[config.mk]
export PLATFORM = sky130hd
export DESIGN_NAME = apb_master_bridge8
export DESIGN_NICKNAME = d
export VERILOG_FILES = /design/src/rtl/apb_master_pkg8.sv /design/src/rtl/apb_timeout_cnt8.sv /design/src/rtl/apb_master_bridge8.sv
export SDC_FILE = /design/constraint.sdc
export NUM_CORES = 1
export LEC_CHECK = 0
export ABC_AREA = 1
export CAP_MARGIN = 10
export CORE_MARGIN = 2
export CORE_UTILIZATION = 39
export CTS_CLUSTER_SIZE = 28
export DETAILED_ROUTE_END_ITERATION = 6
export PLACE_DENSITY = 0.76
export RECOVER_POWER = 50
export SETUP_SLACK_MARGIN = 0.3
export SLEW_MARGIN = 20
export SYNTH_ARGS = -nofsm -noshare
export SYNTH_HDL_FRONTEND = slang
export SYNTH_SLANG_ARGS = --single-unit
[constraint.sdc]
create_clock -name pclock8 -period 2.55 [get_ports pclock8]
set_input_delay 0.51 -clock pclock8 [delete_from_list [all_inputs] [get_ports pclock8]]
set_output_delay 0.51 -clock pclock8 [all_outputs]
set_load 0.1 [all_outputs]
[src/rtl/apb_master_pkg8.sv]
// apb_master_pkg8: shared FSM state enum and default widths for the APB master bridge
package apb_master_pkg8;
  typedef enum logic [1:0] {IDLE, SETUP, ACCESS, RESP} apb_state_e;
  localparam int APB_ADDR_W = 32;
  localparam int APB_DATA_W = 32;
  localparam int APB_TIMEOUT = 16;
endpackage

[src/rtl/apb_timeout_cnt8.sv]
// apb_timeout_cnt8: saturating ACCESS wait-state counter with timeout detect
// Ports: clk, rst_n (async active-low), clear (restart count), enable (a wait cycle),
//        expired (this wait cycle is the LIMIT-th one; never set when LIMIT is 0)
module apb_timeout_cnt8
  import apb_master_pkg8::*;
#(
  parameter int LIMIT = APB_TIMEOUT
) (
  input  logic clk,
  input  logic rst_n,
  input  logic clear,
  input  logic enable,
  output logic expired
);
  localparam int CW = LIMIT > 0 ? $clog2(LIMIT + 1) : 1;
  logic [CW-1:0] cnt;
  always_ff @(posedge clk or negedge rst_n)
    if (!rst_n) cnt <= '0;
    else if (clear) cnt <= '0;
    else if (enable && cnt != CW'(LIMIT)) cnt <= cnt + CW'(1);
  // Fires during the wait cycle that brings the count to LIMIT, so the abort
  // happens after exactly LIMIT ACCESS cycles.
  assign expired = (LIMIT != 0) && enable && cnt == CW'(LIMIT - 1);
endmodule

[src/rtl/apb_master_bridge8.sv]
// apb_master_bridge8: valid/ready command to APB master bridge with wait-state timeout
// Ports: pclock8/preset8 (clock, async active-low reset); cmd_* command handshake in;
//        rsp_* response handshake out; paddr8/prwd8/pwdata8/psel8/penable8 APB out,
//        prdata8/pready8/pslverr8 APB in
module apb_master_bridge8
  import apb_master_pkg8::*;
#(
  parameter int PADDR_WIDTH8 = APB_ADDR_W,
  parameter int PWDATA_WIDTH8 = APB_DATA_W,
  parameter int PRDATA_WIDTH8 = APB_DATA_W,
  parameter int TIMEOUT_CYCLES8 = APB_TIMEOUT
) (
  input  logic                     pclock8,
  input  logic                     preset8,
  input  logic                     cmd_valid8,
  output logic                     cmd_ready8,
  input  logic                     cmd_write8,
  input  logic [PADDR_WIDTH8-1:0]  cmd_addr8,
  input  logic [PWDATA_WIDTH8-1:0] cmd_wdata8,
  output logic                     rsp_valid8,
  input  logic                     rsp_ready8,
  output logic [PRDATA_WIDTH8-1:0] rsp_rdata8,
  output logic                     rsp_slverr8,
  output logic                     rsp_timeout8,
  output logic [PADDR_WIDTH8-1:0]  paddr8,
  output logic                     prwd8,
  output logic [PWDATA_WIDTH8-1:0] pwdata8,
  output logic                     psel8,
  output logic                     penable8,
  input  logic [PRDATA_WIDTH8-1:0] prdata8,
  input  logic                     pready8,
  input  logic                     pslverr8
);
  apb_state_e state;
  logic accept, waiting, expired;
  assign accept = state == IDLE && cmd_valid8 && cmd_ready8;
  assign waiting = state == ACCESS && !pready8;
  apb_timeout_cnt8 #(.LIMIT(TIMEOUT_CYCLES8)) u_cnt (
    .clk(pclock8),
    .rst_n(preset8),
    .clear(accept),
    .enable(waiting),
    .expired(expired)
  );
  always_ff @(posedge pclock8 or negedge preset8)
    if (!preset8) begin
      state <= IDLE;
      cmd_ready8 <= 1'b0;
      rsp_valid8 <= 1'b0;
      psel8 <= 1'b0;
      penable8 <= 1'b0;
      prwd8 <= 1'b0;
      rsp_slverr8 <= 1'b0;
      rsp_timeout8 <= 1'b0;
      paddr8 <= '0;
      pwdata8 <= '0;
      rsp_rdata8 <= '0;
    end else begin
      case (state)
        IDLE:
          if (accept) begin
            state <= SETUP;
            cmd_ready8 <= 1'b0;
            psel8 <= 1'b1;
            paddr8 <= cmd_addr8;
            prwd8 <= cmd_write8;
            pwdata8 <= cmd_wdata8;
          end else cmd_ready8 <= 1'b1;
        SETUP: begin
          state <= ACCESS;
          penable8 <= 1'b1;
        end
        ACCESS:
          // pready8 wins over a simultaneous timeout because expired needs pready8 low
          if (pready8 || expired) begin
            state <= RESP;
            psel8 <= 1'b0;
            penable8 <= 1'b0;
            rsp_valid8 <= 1'b1;
            rsp_rdata8 <= pready8 && !prwd8 ? prdata8 : '0;
            rsp_slverr8 <= pready8 ? pslverr8 : 1'b1;
            rsp_timeout8 <= !pready8;
          end
        RESP:
          if (rsp_ready8) begin
            state <= IDLE;
            rsp_valid8 <= 1'b0;
            cmd_ready8 <= 1'b1;
          end
        default: state <= IDLE;
      endcase
    end
endmodule

==> results_dict.tcl <==
set metrics [dict create \
    final_cell_count_no_fill 862 \
    synth_top_area_frac 0.616 \
    status "finished, final reports clean" \
    grt_pass1_vias 3929 \
    rsz0062_at_grt "no" \
    finalHoldViolCount 0 \
    vias 3946 \
    r2r_start "u_cnt.cnt[0]" \
    critical_path.cell_chain "clkbuf_1" \
    syn-instance-count 515 \
    reg2reg_to "rsp_rdata8[17]" \
    critPathKind "flop to primary output" \
    tns_ns 0 \
    via_per_inst 4.58 \
    cts_made_buffers 9 \
    skew_ns 0.0113 \
    crit_arrival_ns 1.59 \
    cts_setup_buffers 0 \
    crit_family "buffers and inverters" \
    ioPinCount 206 \
    dieWidth_um 111 \
    ff2ff_path_depth 9 \
    crit_buf_inv 1 \
    finalCritPeriodShare 0.823 \
    synth.avg_cell_area_sq_um 8.68 \
    crit_path_max_incr_delay_ns 0.89 \
    cts_sinks 110 \
    synth.area.top_cells "dfrtp_1, nand2_1, nand3_1" \
    antenna_found_initial 0 \
    start_util 0.395 \
    port_buffers 205 \
    drive_above_1_share 0.117 \
    syn_area_sq_mm 0.00447 \
    period_minus_slack_ns 2.10 \
    ant_nets 0 \
    endpoint_kind "primary output" \
    clock-root-buffer "clkbuf_16" \
    relSlewSlack 0.197 \
    tightest_slew_ns 1.21 \
    dp_hpwl_mm 8.21 \
    layout_common_cells "nand2_1, dfrtp_1, clkdlybuf4s50_1, buf_4, clkbuf_1" \
    clk_pin_slew_ns 0.07 \
    dieHeight_um 111 \
    track_usage 0.186 \
    dieArea_sq_mm 0.0123 \
    max_freq_ghz 0.476 \
    post_cts_resize_count 0 \
    hold_path_class "input port to asynchronous set/reset pin" \
    worstPathRequired_ns 2.04 \
    dp_cells 846 \
    clock_latency_ns 0.35 \
    wl_per_cell_um 13.1 \
    gp_congestion 0.756 \
    yosys.area.top_type "dfrtp_1" \
    drt_wl_total_mm 11.3 \
    cts-hold-fix-buffers 0 \
    slowest_stage "clkbuf_1" \
    placed_area_sq_mm 0.00639 \
    nets 823 \
    layout_commonest_cell "nand2_1" \
    final_cell_area_sq_mm 0.00653 \
    fp-row-count 39 \
    h-tree-depth 3 \
    clock_path_buffers 2 \
    slew_viol_final 0 \
    ys_warn_count 0 \
    grt_pass1_wl_mm 18.9 \
    path_max_fanout 2 \
    drt_iter0_drc 184 \
    cts_tree "built" \
    core_sq_mm 0.0113 \
    synthDistinctLibCells 18 \
    synthesis.nets 624 \
    drtPass1Iterations 4 \
    drcViolationCount 0 \
    seq_area_frac_synth 0.616 \
    max_cap_violations 0 \
    grt_max_degree 67 \
    area_delta_synth_final_pct 45.9 \
    finish.utilization 0.576 \
    antennaDiodeCount 0 \
    worst_setup_path_start_kind "flop" \
    overflow 0 \
    ys_ff_latch 110 \
    setup_viol 0 \
    rrSetupSlack_ns 0.62 \
]
[cells in the mapped netlist (all sizes together)]
library cell  instances
ha                    6
dfrtp               110
clkbuf                2
a22oi                 1
buf                  23
xor2                  1
nand3                45
nand4                 5
nor2                  7
o22a                  1
inv                  20
nand2               288
o21ai                 6
[cell families after synthesis]
logic type / synth area share
DFF: 0.616
adders and majority gates: 0.0168
and+or+nand+nor: 0.308
xor gates and xnor gates: 0.00196
AOI/OAI and AO/OA: 0.0104
buffers and inverters: 0.0470
[sequential cells by signal (all words and copies together), names as in the netlist]
name / flops
prwd8: 1
paddr8: 32
rsp_valid8: 1
rsp_rdata8: 32
u_cnt.cnt: 5
penable8: 1
cmd_ready8: 1
psel8: 1
rsp_timeout8: 1
state: 2
pwdata8: 32
rsp_slverr8: 1
[per-layer routing]
layer	part of all wire	up-vias	track usage
met5	0	-	0
li1	-	1983	-
met1	0.43	1813	0.239
met4	0.013	0	0.0593
met3	0.076	12	0.0552
met2	0.48	138	0.303
[metrics by stage]
step,worst slack [ns],hold slack (ns)
3_3_place_gp,0.577,0.462
5_1_grt,0.304,0.454
3_5_place_dp,0.551,0.466
6_report,0.451,0.356
2_1_floorplan,0.810,0.214
4_1_cts,0.611,0.168
[worst max-delay path by stage]
stage	startpoint	to	slack [ns]	cells past startpoint
after floorplan	cmd_ready8	prwd8	0.81	5
after global placement	pready8	rsp_timeout8	0.58	6
after CTS	u_cnt.cnt[0]	rsp_rdata8[17]	0.61	9
after detailed placement	pready8	rsp_timeout8	0.55	6
final	pwdata8[27]	pwdata8[27]	0.45	1
after global routing	preset8	pwdata8[31]	0.30	2
[layout make-up]
type                    count  area (sq um)
repair buffers            213          1680
inverters                  20          75.1
clock inverters             6          92.6
fillers                  1051          4790
flip-flops and latches    110          2750
well taps                 143           179
multi-input cells         360          1510
clock buffers              10           239
Power is left out: the tool's default activity adds up to more than one toggle a clock period on the data nets, which glitch-free logic cannot reach.
